`src/rtl/rv32ima_pkg.sv`:
```
// Shared RV32 load/store definitions: access-width codes, controller state
// encoding and the byte-enable helper used by the RAM access controller.
package rv32ima_pkg;

    typedef enum logic [2:0] {
        LSU_B  = 3'b000,
        LSU_H  = 3'b001,
        LSU_W  = 3'b010,
        LSU_BU = 3'b100,
        LSU_HU = 3'b101
    } lsu_width_e;

    typedef enum logic [1:0] {
        IDLE   = 2'd0,
        ACCESS = 2'd1,
        RESP   = 2'd2
    } ram_ctrl_state_t;

    // Lane mask for an access of the given width at byte offset off.
    function automatic logic [3:0] byteen_f(input logic [2:0] funct3, input logic [1:0] off);
        logic [3:0] be;
        be = 4'b0000;
        case (funct3[1:0])
            2'b00:   be = 4'b0001 << off;
            2'b01:   be = 4'b0011 << {off[1], 1'b0};
            2'b10:   be = 4'b1111;
            default: be = 4'b0000;
        endcase
        return be;
    endfunction

    // Unsigned widths exist only for loads.
    function automatic logic funct3_legal_f(input logic [2:0] funct3, input logic wen);
        logic ok;
        case (funct3)
            LSU_B, LSU_H, LSU_W: ok = 1'b1;
            LSU_BU, LSU_HU:      ok = !wen;
            default:             ok = 1'b0;
        endcase
        return ok;
    endfunction

endpackage

```
`src/rtl/lane_align.sv`:
```
// Combinational lane steering: replicates store data across byte lanes and
// shifts/extends raw RAM words into right-justified load data.
module lane_align
    import rv32ima_pkg::*;
(
    input  logic [1:0]  store_size,
    input  logic [31:0] store_raw,
    output logic [31:0] store_lanes,
    input  logic [2:0]  load_funct3,
    input  logic [1:0]  load_off,
    input  logic [31:0] load_raw,
    output logic [31:0] load_data
);

    logic [31:0] shifted;

    always_comb begin
        // NOTE: default assignment first so no path through the case leaves the output latched.
        store_lanes = store_raw;
        case (store_size)
            2'b00:   store_lanes = {4{store_raw[7:0]}};
            2'b01:   store_lanes = {2{store_raw[15:0]}};
            default: store_lanes = store_raw;
        endcase
    end

    assign shifted = load_raw >> {load_off, 3'b000};

    always_comb begin
        load_data = shifted;
        case (load_funct3)
            LSU_B:   load_data = {{24{shifted[7]}}, shifted[7:0]};
            LSU_BU:  load_data = {24'd0, shifted[7:0]};
            LSU_H:   load_data = {{16{shifted[15]}}, shifted[15:0]};
            LSU_HU:  load_data = {16'd0, shifted[15:0]};
            default: load_data = shifted;
        endcase
    end

endmodule

```
`src/rtl/ram_access_ctrl.sv`:
```
// Single-outstanding RV32 load/store front-end for a synchronous RAM:
// validates the request, drives the RAM port, waits out read latency, responds.
module ram_access_ctrl
    import rv32ima_pkg::*;
#(
    parameter int ADDR_W = 14,
    parameter int RD_LAT = 2
) (
    input  logic              CLK,
    input  logic              nRST,
    input  logic              req_valid,
    output logic              req_ready,
    input  logic              req_wen,
    input  logic [2:0]        req_funct3,
    input  logic [31:0]       req_addr,
    input  logic [31:0]       req_wdata,
    output logic              resp_valid,
    input  logic              resp_ready,
    output logic [31:0]       resp_rdata,
    output logic              resp_err,
    output logic [ADDR_W-1:0] ram_addr,
    output logic [31:0]       ram_store,
    output logic              ram_wen,
    output logic [3:0]        ram_byteen,
    input  logic [31:0]       ram_load
);

    localparam int CNT_W = $clog2(RD_LAT + 1);

    ram_ctrl_state_t  state;
    logic [CNT_W-1:0] lat_cnt;
    logic             lat_wen;
    logic [2:0]       lat_funct3;
    logic [1:0]       lat_off;

    logic        accept;
    logic        err_funct3;
    logic        err_align;
    logic        err_range;
    logic        req_err;
    logic [31:0] store_lanes;
    logic [31:0] load_data;

    assign req_ready = (state == IDLE);
    assign accept    = req_valid && req_ready;

    always_comb begin
        err_funct3 = !funct3_legal_f(req_funct3, req_wen);
        err_align  = 1'b0;
        case (req_funct3)
            LSU_H, LSU_HU: err_align = req_addr[0];
            LSU_W:         err_align = (req_addr[1:0] != 2'b00);
            default:       err_align = 1'b0;
        endcase
        err_range = ((req_addr >> (ADDR_W + 2)) != 32'd0);
        req_err   = err_funct3 || err_align || err_range;
    end

    lane_align u_lane_align (
        .store_size  (req_funct3[1:0]),
        .store_raw   (req_wdata),
        .store_lanes (store_lanes),
        .load_funct3 (lat_funct3),
        .load_off    (lat_off),
        .load_raw    (ram_load),
        .load_data   (load_data)
    );

    always_ff @(posedge CLK or negedge nRST) begin
        if (!nRST) begin
            state      <= IDLE;
            lat_cnt    <= '0;
            lat_wen    <= 1'b0;
            lat_funct3 <= 3'b000;
            lat_off    <= 2'b00;
            ram_addr   <= '0;
            ram_store  <= 32'd0;
            ram_wen    <= 1'b0;
            ram_byteen <= 4'b0000;
            resp_valid <= 1'b0;
            resp_err   <= 1'b0;
            resp_rdata <= 32'd0;
        end else begin
            case (state)
                IDLE: begin
                    if (accept) begin
                        lat_wen    <= req_wen;
                        lat_funct3 <= req_funct3;
                        lat_off    <= req_addr[1:0];
                        ram_addr   <= req_addr[ADDR_W+1:2];
                        lat_cnt    <= CNT_W'(RD_LAT - 1);
                        if (req_err) begin
                            // Rejected requests skip the RAM entirely.
                            state      <= RESP;
                            ram_byteen <= 4'b0000;
                            resp_valid <= 1'b1;
                            resp_err   <= 1'b1;
                            resp_rdata <= 32'd0;
                        end else begin
                            state      <= ACCESS;
                            ram_byteen <= byteen_f(req_funct3, req_addr[1:0]);
                            ram_wen    <= req_wen;
                            if (req_wen) begin
                                ram_store <= store_lanes;
                            end
                        end
                    end
                end
                ACCESS: begin
                    if (lat_wen) begin
                        state      <= RESP;
                        ram_wen    <= 1'b0;
                        resp_valid <= 1'b1;
                        resp_err   <= 1'b0;
                        resp_rdata <= 32'd0;
                    end else if (lat_cnt == '0) begin
                        state      <= RESP;
                        resp_valid <= 1'b1;
                        resp_err   <= 1'b0;
                        resp_rdata <= load_data;
                    end else begin
                        lat_cnt <= lat_cnt - 1'b1;
                    end
                end
                RESP: begin
                    if (resp_ready) begin
                        state      <= IDLE;
                        resp_valid <= 1'b0;
                        resp_err   <= 1'b0;
                        resp_rdata <= 32'd0;
                    end
                end
                default: state <= IDLE;
            endcase
        end
    end

endmodule

```
`config.mk`:
```
export PLATFORM = sky130hd
export DESIGN_NAME = ram_access_ctrl
export DESIGN_NICKNAME = d
export VERILOG_FILES = /design/src/rtl/rv32ima_pkg.sv /design/src/rtl/lane_align.sv /design/src/rtl/ram_access_ctrl.sv
export SDC_FILE = /design/constraint.sdc
export NUM_CORES = 1
export LEC_CHECK = 0
export BUFFER_PORTS_ARGS = -buffer_cell sky130_fd_sc_hd__buf_2
export CORE_MARGIN = 5
export CORE_UTILIZATION = 40
export CTS_CLUSTER_DIAMETER = 100
export DETAILED_ROUTE_END_ITERATION = 10
export GPL_TIMING_DRIVEN = 0
export PLACE_DENSITY = 0.7
export SLEW_MARGIN = 20
export SYNTH_ARGS = -nofsm -noshare
export SYNTH_HDL_FRONTEND = slang
export SYNTH_SLANG_ARGS = --single-unit
```
`constraint.sdc`:
```
create_clock -name CLK -period 2.05 [get_ports CLK]
set_input_delay 0.205 -clock CLK [delete_from_list [all_inputs] [get_ports CLK]]
set_output_delay 0.205 -clock CLK [all_outputs]
set_load 0.02 [all_outputs]
```
==> results.py <==
metrics = {
    "run_status": {
        "status": "complete, no violations",
    },
    "power": {
        "powerDensity_nw_per_um2": 969,
        "p_seq_frac": 0.345,
        "power_switching_share": 0.341,
        "power_frac_comb": 0.382,
        "pwr-share-clk": 0.273,
        "internal_power_uw": 4350,
        "p_sw_uw": 2250,
        "peakVddDrop_mv": 0.854,
        "p_leak_uw": 0.00351,
    },
    "drt": {
        "wl_met1_mm": 6.10,
        "vias_per_cell": 5.37,
        "drt-pass1-iter-count": 5,
        "vias": 4342,
        "totalWireLength_mm": 15.1,
        "ant_nets": 0,
        "drc_errors": 0,
        "met3WireLength_mm": 1.43,
        "wl_per_cell_um": 18.7,
        "highest_layer": "met4",
        "first_iter_violations": 256,
        "wl_met2_mm": 7.25,
    },
    "global_routing": {
        "first_global_vias": 4635,
        "grt-ovfl-total": 0,
        "grt_use_total": 0.209,
        "grt_pass1_wl_mm": 23.7,
        "antenna_found_initial": 0,
        "grt_max_degree": 51,
    },
    "job": {
        "drv_cap": 0,
    },
    "place": {
        "placedCellCount": 770,
        "dpl.hpwl_mm": 11.1,
        "portBuffers": 189,
        "post_dp_cell_area_sq_um": 6030,
        "routabilityCongestion": 0.887,
    },
    "layout": {
        "fin_area_sq_um": 6810,
        "final_layout_size_suffix_gt1_frac": 0.510,
        "final_net_count": 766,
        "instances_no_fill": 808,
        "antenna_cells": 0,
        "area_delta_synth_final_pct": 41.3,
        "fillers": 1020,
    },
    "floorplanning": {
        "die_h_um": 120,
        "die-area_sq_um": 14300,
        "core-area_sq_um": 11900,
        "io_pins": 190,
        "die_w_um": 120,
        "rows": 40,
        "initial_core_util": 0.405,
    },
    "synthesis": {
        "synth_edf_count": 0,
        "async_reset_ff_frac": 1.00,
        "synth_flop_cell": "dfrtp_1",
        "syn-cell-area_sq_um": 4820,
        "synth.distinct_cells": 42,
        "synth_mux_area_frac": 0.246,
        "synth-xor-area-share": 0,
        "yosys_warnings": 0,
        "synth_compound_area_frac": 0.119,
        "synth-simple-area-share": 0.0890,
        "syn_area_per_cell_sq_um": 11.1,
        "synth_fa_ha_area_frac": 0.0130,
        "synth_top_family_by_area": "multiplexers",
        "synth_cells": 433,
        "synth_seq_area_share": 0.493,
        "ys_seq_elements": 95,
        "syn-num-nets": 542,
    },
    "setup_path": {
        "critPathKind": "reg -> reg",
        "regToRegSetupSlack_ns": 0.01,
        "endpoint": "resp_rdata[20]",
        "rr_startpoint": "state[1]",
        "worstPathCellList": "inv_2 -> ha_4 -> nand2b_4 -> buf_6 -> or3_4 -> a2111o_1 -> o21ai_1 -> mux2_4",
        "cp_num_buf_inv": 2,
        "r2r_end": "resp_rdata[20]",
        "crit_family": "compound AO/OA/AOI/OAI gates",
        "startpoint": "state[1]",
        "rr_worst_depth": 8,
        "slowest_delay_ns": 0.46,
        "cp.depth": 8,
        "path_max_fanout": 8,
        "slowest_stage": "a2111o_1",
        "required_ns": 2.34,
        "arrival_ns": 2.33,
        "start_kind": "flip-flop",
        "cp-end-kind": "flip-flop",
    },
    "timing": {
        "setup_viol": 0,
        "fin_skew_ns": 0.00563,
        "period_needed_ns": 2.04,
        "rsz0062_at_grt": "true",
        "relSlewSlack": 0.376,
        "hold_viol_final": 0,
        "maxSlewViolCount": 0,
        "period_share": 0.995,
        "worst_pin_slew_ns": 0.933,
        "fmax_mhz": 490,
    },
    "clock_tree": {
        "clkSinkCount": 95,
        "cts-buffers-inserted": 9,
        "cts_max_level": 3,
        "clk_transition_reported_paths_ns": 0.06,
        "clk_latency_ns": 0.35,
        "cts_tree": "yes",
        "cts_root_buf": "clkbuf_16",
        "clockBufferDepth": 2,
    },
    "worst_hold_path": {
        "hold_class": "in -> reg",
        "holdCritStartpoint": "req_addr[11]",
    },
}
## worst min-delay path by stage
stage	end	slack (ns)	depth (start not counted)
after floorplan	lat_cnt[0]	-0.09	0
after global placement	ram_addr[8]	0.44	2
after detailed placement	resp_rdata[20]	0.18	1
after CTS	ram_addr[9]	0.08	2
after global routing	ram_addr[9]	0.08	2
final	ram_addr[9]	0.09	2
## repair_timing
item                                    4_1_cts  5_1_grt
gates cloned                                  1        2
pin swaps                                     4        5
hold buffers                                  1        0
endpoints found under the setup margin       67       68
setup buffers                                 9       11
resized for setup                            32       43
hold endpoints to repair                     49        0
## registers in the layout, summed over array words and instances, names as in the netlist
register    cells
lat_cnt         2
lat_funct3      3
lat_off         2
lat_wen         1
ram_addr       14
ram_byteen      4
ram_store      32
ram_wen         1
resp_err        1
resp_rdata     32
resp_valid      1
state           2
## layer usage
layer / track usage / up-vias
met5: 0 / -
met4: 0.0909 / 0
met3: 0.0608 / 28
met2: 0.339 / 234
met1: 0.261 / 2072
li1: - / 2008
## power by group through the flow
stage          Sequential, uW  Combinational, uW  Clock (uW)
2_1_floorplan            2480               1280           0
6_report                 2280               2520        1800
3_5_place_dp             2300               2140           0
5_1_grt                  2320               2730        1930
3_3_place_gp             2280               2080           0
4_1_cts                  2270               2280        1850
## through the flow
step | TNS, ns | hold slack [ns] | power, uW | utilization | setup WS, ns
5_1_grt | -0.201 | 0.0825 | 6980 | 0.572 | -0.0856
2_1_floorplan | 0 | -0.0906 | 3760 | - | 0.00171
3_3_place_gp | -29.40 | 0.437 | 4360 | 0.504 | -0.329
4_1_cts | 0 | 0.0755 | 6400 | 0.547 | 0.00644
6_report | 0 | 0.0894 | 6600 | 0.572 | 0.00966
3_5_place_dp | -16.79 | 0.183 | 4430 | 0.507 | -0.367
## layout make-up
cell class              count  area [sq um]  share of cell area
inverters                  19          71.3              0.0105
plain buffers              23           173              0.0254
clock inverters             4          70.1              0.0103
flip-flops and latches     95          2380               0.349
repair buffers            214          1200               0.177
well taps                 147           184              0.0270
clock buffers              11           243              0.0356
multi-input cells         295          2490               0.365
## cell usage after synthesis (2+ instances only)
| master | instances | area share |
|---|---|---|
| dfrtp_1 | 95 | 0.49 |
| nand2b_1 | 3 | 0.0039 |
| nor3_1 | 3 | 0.0031 |
| nand2_1 | 23 | 0.018 |
| a22oi_1 | 2 | 0.0031 |
| nand4_1 | 2 | 0.0026 |
| mux2i_1 | 42 | 0.087 |
| nor4_1 | 4 | 0.0052 |
| clkbuf_1 | 9 | 0.0070 |
| mux2_2 | 57 | 0.13 |
| a21oi_1 | 29 | 0.030 |
| inv_1 | 19 | 0.015 |
| a221oi_1 | 6 | 0.011 |
| mux2_1 | 9 | 0.021 |
| buf_2 | 8 | 0.0083 |
| ha_1 | 5 | 0.013 |
| nor2b_1 | 12 | 0.016 |
| o31ai_1 | 2 | 0.0031 |
| buf_6 | 2 | 0.0047 |
| nor2_1 | 33 | 0.026 |
| a211oi_1 | 15 | 0.023 |
| buf_1 | 4 | 0.0031 |
| nand3_1 | 3 | 0.0031 |
| o21ai_0 | 28 | 0.029 |
## placed cells by master (no fill, tap or decap), types with 7 or more instances in the layout
cell / count
nor2b_1: 11
a211oi_1: 15
clkbuf_16: 11
dfrtp_1: 94
o21ai_0: 20
mux2i_1: 42
a21oi_1: 29
inv_1: 16
nand2_1: 22
mux2_4: 10
nor2_1: 31
buf_6: 7
mux2_1: 9
mux2_2: 47
buf_2: 192
buf_4: 21
## logic make-up (layout without fill, tap and decap cells)
| group | count (synthesis) | after routing |
|---|---|---|
| DFF | 95 | 95 |
| AOI/OAI and AO/OA | 91 | 91 |
| buffers and inverters | 43 | 271 |
| and+or+nand+nor | 90 | 90 |
| adders and majority gates | 5 | 5 |
| muxes | 109 | 109 |
(Power assumes the default switching activity.)
